$ cat config.mk
export PLATFORM = sky130hd
export DESIGN_NAME = dec_to_bin
export DESIGN_NICKNAME = d
export VERILOG_FILES = /design/src/rtl/dec_pkg.sv /design/src/rtl/mul10_add.sv /design/src/rtl/dec_to_bin.sv
export SDC_FILE = /design/constraint.sdc
export NUM_CORES = 1
export LEC_CHECK = 0
export CORE_MARGIN = 3
export CORE_UTILIZATION = 60
export CTS_BUF_LIST = sky130_fd_sc_hd__clkbuf_8
export DETAILED_ROUTE_END_ITERATION = 7
export DONT_BUFFER_PORTS = 1
export PLACE_DENSITY = 0.89
export SLEW_MARGIN = 20
export SYNTH_ARGS = -nofsm -noshare
export SYNTH_HDL_FRONTEND = slang
export SYNTH_SLANG_ARGS = --single-unit
$ cat constraint.sdc
create_clock -name clk -period 2.3 [get_ports clk]
set_input_delay 0.23 -clock clk [delete_from_list [all_inputs] [get_ports clk]]
set_output_delay 0.23 -clock clk [all_outputs]
set_load 0.005 [all_outputs]
$ cat src/rtl/dec_pkg.sv
// rtl/dec_pkg.sv - shared constants and state encoding for the BCD-to-binary converter
package dec_pkg;

    localparam int NUM_DIGITS = 6;
    localparam int VAL_W      = 17;
    localparam int ACC_W      = 20;
    localparam int VAL_MAX    = 131071;

    typedef enum logic {
        IDLE = 1'b0,
        CONV = 1'b1
    } state_t;

endpackage

$ cat src/rtl/mul10_add.sv
// rtl/mul10_add.sv - combinational acc*10 + digit built from two shifts and adds
module mul10_add
    import dec_pkg::*;
(
    input  logic [ACC_W-1:0] acc,
    input  logic [3:0]       digit,
    output logic [ACC_W-1:0] result
);

    assign result = (acc << 3) + (acc << 1) + ACC_W'(digit);

endmodule

$ cat src/rtl/dec_to_bin.sv
// rtl/dec_to_bin.sv - sequential packed-BCD to binary converter, one digit per clock
// Build option: DEC_TO_BIN_SATURATE_EN clamps val to all ones on overflow instead of wrapping.
module dec_to_bin #(
    parameter int NUM_DIGITS = dec_pkg::NUM_DIGITS,
    parameter int VAL_W      = dec_pkg::VAL_W
) (
    input  logic                    clk,
    input  logic                    rst,
    input  logic                    start,
    input  logic [4*NUM_DIGITS-1:0] digits,
    output logic                    busy,
    output logic                    done,
    output logic [VAL_W-1:0]        val,
    output logic                    overflow,
    output logic                    invalid
);
    import dec_pkg::*;

    localparam int DIG_W = 4 * NUM_DIGITS;
    localparam int IDX_W = (NUM_DIGITS > 1) ? $clog2(NUM_DIGITS) : 1;
    localparam logic [ACC_W-1:0] OVF_LIMIT = ACC_W'((64'd1 << VAL_W) - 64'd1);

    state_t             state;
    logic [DIG_W-1:0]   dig_sr;
    logic [ACC_W-1:0]   acc;
    logic [ACC_W-1:0]   next_acc;
    logic [IDX_W-1:0]   idx;
    logic               inv_cap;
    logic [3:0]         nibble;
    logic               inv_final;

    assign nibble    = dig_sr[DIG_W-1 -: 4];
    assign inv_final = inv_cap | (nibble > 4'd9);

    mul10_add u_mul10_add (
        .acc    (acc),
        .digit  (nibble),
        .result (next_acc)
    );

    always_ff @(posedge clk or negedge rst) begin
        if (!rst) begin
            state    <= IDLE;
            dig_sr   <= '0;
            acc      <= '0;
            idx      <= '0;
            inv_cap  <= 1'b0;
            busy     <= 1'b0;
            done     <= 1'b0;
            val      <= '0;
            overflow <= 1'b0;
            invalid  <= 1'b0;
        end else begin
            done <= 1'b0;
            case (state)
                IDLE: begin
                    if (start) begin
                        dig_sr  <= digits;
                        acc     <= '0;
                        idx     <= IDX_W'(NUM_DIGITS - 1);
                        inv_cap <= 1'b0;
                        busy    <= 1'b1;
                        state   <= CONV;
                    end
                end
                CONV: begin
                    acc     <= next_acc;
                    dig_sr  <= dig_sr << 4;
                    inv_cap <= inv_final;
                    idx     <= idx - IDX_W'(1);
                    // Final digit: publish the result from the value being accumulated this edge.
                    if (idx == '0) begin
                        state <= IDLE;
                        busy  <= 1'b0;
                        done  <= 1'b1;
                        if (inv_final) begin
                            invalid  <= 1'b1;
                            overflow <= 1'b0;
                            val      <= '0;
                        end else if (next_acc > OVF_LIMIT) begin
                            invalid  <= 1'b0;
                            overflow <= 1'b1;
`ifdef DEC_TO_BIN_SATURATE_EN
                            val      <= '1;
`else
                            val      <= next_acc[VAL_W-1:0];
`endif
                        end else begin
                            invalid  <= 1'b0;
                            overflow <= 1'b0;
                            val      <= next_acc[VAL_W-1:0];
                        end
                    end
                end
                default: state <= IDLE;
            endcase
        end
    end

endmodule
==> results of run 1 <==
cells in the mapped netlist, types with 3 or more instances:
cell type / n
dfrtp_1: 69
nand2_1: 37
ha_1: 36
o21ai_0: 31
a22o_1: 30
mux2i_1: 26
nor2_1: 25
a21oi_1: 21
inv_1: 15
xnor2_1: 12
clkbuf_1: 9
nand2b_1: 6
buf_6: 5
nand4_1: 5
nand3_1: 4
nor3_1: 4
o211ai_1: 4
o21ai_1: 4
xor2_1: 4
a21o_1: 3
buf_2: 3
o21a_1: 3
area by class of cell:
class,count,area [sq um]
Inverter,15,56.3
Multi-Input combinational cell,276,2270
Clock inverter,7,108
Fill cell,319,1330
Timing Repair Buffer,51,423
Tap cell,75,93.8
Sequential cell,69,1730
Clock buffer,9,124
critical path, delay by kind of cell, from the launching register on:
family                   cells  cell delay (ns)
AO/OA/AOI/OAI                4             1.00
multiplexers                 1             0.24
adder cells (fa/ha/maj)      2             0.68
flip-flops                   1             0.44
buffers and inverters        1             0.18
sequential cells by signal, summed over array words and instances, names as in the netlist:
register	count
done	1
state	1
invalid	1
overflow	1
idx	3
busy	1
acc	19
inv_cap	1
dig_sr	24
val	17
routing by layer:
metal  track usage  wire length, microns  vias up
li1              -                     -     1446
met2         0.473                  5440      167
met4         0.123                   405        0
met1         0.348                  4160     1616
met5             0                     0        -
met3        0.0970                   804       50
how the worst max path moves through the flow:
stage                     startpoint       to  slack (ns)  depth (start not counted)
after floorplan               acc[2]  val[14]       -0.11                         10
after global placement        acc[2]  val[14]       -0.22                         10
after detailed placement      acc[2]  val[14]       -0.33                         10
after CTS                 dig_sr[23]  val[16]       -0.30                         11
after global routing          acc[0]  val[16]       -0.46                         11
final                         acc[9]  val[14]       -0.36                          8
through the flow:
stage / instance area, sq um / instances / TNS (ns)
5_1_grt: 4800 / 502 / -5.98
4_1_cts: 4670 / 499 / -3.34
3_3_place_gp: 4200 / 472 / -2.08
3_5_place_dp: 4200 / 472 / -3.14
6_report: 4800 / 502 / -4.65
2_1_floorplan: 3940 / 379 / -0.529
cell families after synthesis:
kind of cell,synth area share
DFF,0.440
xor gates and xnor gates,0.0357
and+or+nand+nor,0.112
adders and majority gates,0.125
buffers and inverters,0.0440
muxes,0.0664
AOI/OAI and AO/OA,0.176
repair_timing:
action	in CTS	in global routing
setup endpoints to repair	20	25
resized for setup	24	22
pin swaps	24	21
buffers inserted	9	3
endpoints found under the hold margin	70	0
hold buffers	3	0
==> summary.md, run 1 <==
| Metric | Value |
|---|---|
| Worst Hold Class | `primary input to flop` |
| Hpwl dp | `6.38 mm` |
| Utilization after layout | `0.783` |
| Hold Startpoint | `start` |
| Worst r2r src | `acc[9]` |
| Vias in the first global route | `3406` |
| Type of the worst setup path | `flop to flop` |
| Worst EP required | `2.54 ns` |
| Root buffer cell | `clkbuf_8` |
| Critical Path Sink Type | `flop` |
| Top cell type's share of synthesized area | `0.440` |
| Vias per cell | `6.53` |
| Antenna viol nets, final | `0` |
| Peak Freq | `0.376 GHz` |
| Fin. Hold Viols | `0` |
| Port-buffer cells | `0` |
| Synthesized area per cell | `10.3 sq um` |
| Tot GR Track Use | `0.289` |
| R2R cell count | `8` |
| Clk sink count | `69` |
| Routability Congestion | `0.908` |
| Largest net degree at the start of global routing | `71` |
| Prevailing post-synth register cell | `dfrtp_1` |
| Clock skew | `0.00814 ns` |
| Dominant cell type by area after synthesis | `dfrtp_1` |
| Drt pass-1 iters | `6` |
| Critical path's most frequent cell | `ha_1` |
| Reg2Reg Capture Point | `val[14]` |
| Clock tree from TritonCTS | `done` |
| Max_cap viols | `0` |
| Hold-critical path endpoint | `busy` |
| Avg WL per Cell | `21.5 microns` |
| Max Slew Vio Count | `0` |
| Pre-CTS WS | `-0.327 ns` |
| CTS Buffer Depth | `2` |
| Nets | `487` |
| DR iter-0 viols | `~270` |
| Endpoints failing setup | `20` |
| Worst-Margin Slew | `0.642 ns` |
| #FFs+latches synth | `69` |
| Critical Path AT | `a little under 3 ns` |
| Slowest CP cell | `dfrtp_1` |
| Post-synth EDFFs | `0` |
| Final worst path period need | `2.66 ns` |
| Synth Instances | `379` |
| Share of the clock period used by the worst path after layout | `1.16` |
| Slew margin rel. | `0.572` |
| Hold Path Cell Cnt | `2` |
| Crit path cell chain | `ha_1, ha_1, buf_4, o21ai_0, a31oi_4, o211ai_1, mux2i_1, o311ai_1` |
| Die width | `a little under 90 microns` |
| Outcome | `finished with violations` |
| Routed WL | `10.8 mm` |
| Final worst setup slack | `-0.362 ns` |
| Total number of vias | `3279` |
| Commonest non-fill, non-tap cells in the layout | `dfrtp_1 (68), buf_4 (44), nand2_1 (35)` |
| Initial Utilization | `0.639` |
| Synth area leaders | `dfrtp_1 (44%), ha_1 (11%), a22o_1 (6.7%), mux2i_1 (6.6%), o21ai_0 (4.0%)` |
| Ant diodes | `0` |
| Synth warn | `0` |
| Die area | `7540 sq um` |
| Worst skew pair latency | `0.36 ns` |
| Reg2Reg Setup Slack | `-0.36 ns` |
| Worst stage delay on the critical path | `0.44 ns` |
| Synth cell types | `41` |
| Worst-path clk slew | `0.09 ns` |
| Seq/Total Area, Yosys | `0.440` |
| TritonCTS Buffers | `9` |
| Core area | `6130 sq um` |
| Antenna violations before repair | `0` |
| Die Y | `86.8 microns` |
| Row cnt | `28` |
| Fraction of layout cells with a size suffix above 1 | `0.255` |
| I/O pins | `48` |
| Synthesized area | `about 4000 sq um` |
| H-tree depth | `3` |
| RSZ-0062 raised after global routing | `yes` |
| Crit Path Max Fanout | `5` |
| Synth async-reset ratio | `1.00` |
| Post-Syn Nets | `444` |
| Commonest non-fill, non-tap cell in the layout | `dfrtp_1` |
| Synth-to-layout area growth | `22.5%` |
| Post-route DRC | `0` |
| Failing checks | `setup timing` |
| Gr ovfl total | `0` |
| Crit start category | `flop` |
| Final hold slack | `0.0309 ns` |
| First-pass GRT wire length | `16.6 mm` |
Power of run 1 is not shown: default switching activity piles up to over one toggle a cycle in this logic, so the estimate is an artifact.
==> inputs of run 2 (changes only) <==
--- a/config.mk
+++ b/config.mk
@@ -10,6 +10,7 @@
 export CTS_BUF_LIST = sky130_fd_sc_hd__clkbuf_8
 export DETAILED_ROUTE_END_ITERATION = 7
 export DONT_BUFFER_PORTS = 1
+export GPL_TIMING_DRIVEN = 0
 export PLACE_DENSITY = 0.89
 export SLEW_MARGIN = 20
 export SYNTH_ARGS = -nofsm -noshare
==> run 2 against run 1 <==
The flow still finishes with violations (setup timing). Utilization is 2.9 points lower. Register-to-register slack improved by 0.02 ns. Worst hold slack better by 0.0013 ns. Global-route usage decreased by 0.98 points. Sequential share of layout area is 1.4 points higher. Design area down 3.7%. Worst setup slack gained 0.018 ns. Largest cell class unchanged.
==> summary.md, run 2 (same netlist as run 1, synthesis figures left out) <==
| Metric | Value |
|---|---|
| Fin. Hold Viols | `0` |
| Largest registers | `dig_sr (24), acc (19), val (17)` |
| Reg2Reg Capture Point | `overflow` |
| Share of the clock period used by the worst path after layout | `1.15` |
| Initial Utilization | `0.639` |
| CTS Buffer Depth | `2` |
| Outcome | `finished with violations` |
| Clock tree from TritonCTS | `done` |
| Die width | `~87 microns` |
| Fraction of layout cells with a size suffix above 1 | `0.196` |
| Crit path cell chain | `inv_2, fa_1, inv_1, ha_4, a21oi_4, nor2_4, o21ai_2, nor3b_4, o211a_1, or3_1, nand3_1` |
| Pre-CTS WS | `-0.452 ns` |
| Worst stage delay on the critical path | `0.58 ns` |
| Worst-Margin Slew | `0.701 ns` |
| Endpoints failing setup | `21` |
| Hold Startpoint | `digits[0]` |
| Failing checks | `setup timing` |
| Nets | `469` |
| Gr ovfl total | `0` |
| Routability Congestion | `about 0.95` |
| Max Slew Vio Count | `0` |
| Antenna viol nets, final | `0` |
| Row cnt | `28` |
| Utilization after layout | `0.754` |
| Core area | `between 6000 and 7000 sq um` |
| Biggest register | `dig_sr` |
| Clk sink count | `between 60 and 70` |
| Worst r2r src | `acc[2]` |
| CP bufs+invs | `2` |
| Vias per cell | `6.64` |
| Commonest non-fill, non-tap cell in the layout | `dfrtp_1` |
| Port-buffer cells | `0` |
| Critical Path Sink Type | `flop` |
| Commonest non-fill, non-tap cells in the layout | `dfrtp_1 (69), nand2_1 (36), a22o_1 (30)` |
| Critical Path AT | `approximately 2.9 ns` |
| Worst EP required | `2.59 ns` |
| Total number of vias | `approximately 3.2k` |
| Drt pass-1 iters | `7` |
| H-tree depth | `3` |
| Worst Hold Class | `primary input to flop` |
| Post-route DRC | `0` |
| Root buffer cell | `clkbuf_8` |
| Routed WL | `~10 mm` |
| Clock skew | `between 0.01 and 0.015 ns` |
| Top Family by Delay on Critical Path | `adder cells` |
| Reg2Reg Setup Slack | `-0.34 ns` |
| Peak Freq | `between 0.3 and 0.4 GHz` |
| First-pass GRT wire length | `around 16 mm` |
| Largest net degree at the start of global routing | `70` |
| Worst skew pair latency | `~0.37 ns` |
| Antenna violations before repair | `0` |
| Slew margin rel. | `0.533` |
| Type of the worst setup path | `flop to flop` |
| R2R cell count | `11` |
| Vias in the first global route | `3238` |
| Avg WL per Cell | `21.4 microns` |
| Final worst setup slack | `-0.344 ns` |
| Crit start category | `flop` |
| Slowest CP cell | `fa_1` |
| Max reg flops | `24` |
| TritonCTS Buffers | `9` |
| DR iter-0 viols | `259` |
| Ant diodes | `0` |
| Max_cap viols | `0` |
| Hpwl dp | `roughly 6.3 mm` |
| Die Y | `approximately 87 microns` |
| Final worst path period need | `2.64 ns` |
| Hold-critical path endpoint | `dig_sr[0]` |
| Synth-to-layout area growth | `18.0%` |
| Die area | `7540 sq um` |
| Worst-path clk slew | `about 0.09 ns` |
| Crit Path Max Fanout | `3` |
| Tot GR Track Use | `0.280` |
| I/O pins | `48` |
| RSZ-0062 raised after global routing | `yes` |
| Hold Path Cell Cnt | `2` |
[run 2: cell types whose count changed in the layout (fill, tap and decap cells not counted), moves of 3 or more]
cell	previous run	this run
buf_2	0	3
clkbuf_1	0	9
buf_6	4	8
ha_1	31	28
inv_6	0	3
ha_2	1	4
buf_4	44	10
[run 2: layout make-up]
cell class                      count  area (sq um)
Inverter                           15          56.3
Multi-Input combinational cell    276          2260
Clock inverter                      7           105
Sequential cell                    69          1730
Tap cell                           75          93.8
Timing Repair Buffer               14           139
Clock buffer                        9           124
Fill cell                         359          1510
Buffer                             19           116
[run 2: metrics by stage]
step / hold WS [ns] / instances / TNS [ns] / area (sq um)
final: 0.0322 / 484 / -3.73 / 4620
after global routing: 0.0421 / 484 / -5.67 / 4620
after CTS: 0.0339 / 480 / -3.15 / 4450
after detailed placement: -0.0638 / 454 / -4.41 / 4030
after global placement: -0.0631 / 454 / -3.36 / 4030
after floorplan: -0.0656 / 379 / -0.529 / 3940
[run 2: worst register-to-register path, cell delays in order, from the launching register on]
cell and delay (ns):
dfrtp_1 0.40, inv_2 0.06, fa_1 0.58, inv_1 0.08, ha_4 0.28, a21oi_4 0.06, nor2_4 0.18, o21ai_2 0.09
nor3b_4 0.16, o211a_1 0.24, or3_1 0.36, nand3_1 0.09
[run 2: repair_timing]
action | CTS | global route
hold buffers | 2 | 0
resized for setup | 17 | 27
hold endpoints to repair | 69 | 0
setup endpoints to repair | 19 | 25
setup buffers | 8 | 4
pin swaps | 18 | 13
[run 2: how the worst max path moves through the flow]
stage,end,start,cells past startpoint,slack (ns)
CTS,val[14],acc[2],10,-0.32
floorplan,val[14],acc[2],10,-0.11
finish,overflow,acc[2],11,-0.34
global route,val[14],acc[2],10,-0.44
global placement,val[14],acc[2],10,-0.33
detailed placement,val[14],acc[1],11,-0.45
[run 2: per-layer routing]
layer | global-route usage | vias up | part of all wire | wire length, microns
met5 | 0 | - | 0 | 0
met3 | 0.0922 | 51 | 0.070 | 726
met4 | 0.112 | 0 | 0.036 | 376
li1 | - | 1418 | - | -
met2 | 0.453 | 154 | 0.49 | 5070
met1 | 0.345 | 1593 | 0.40 | 4170
Power of run 2 is left out for the same reason.
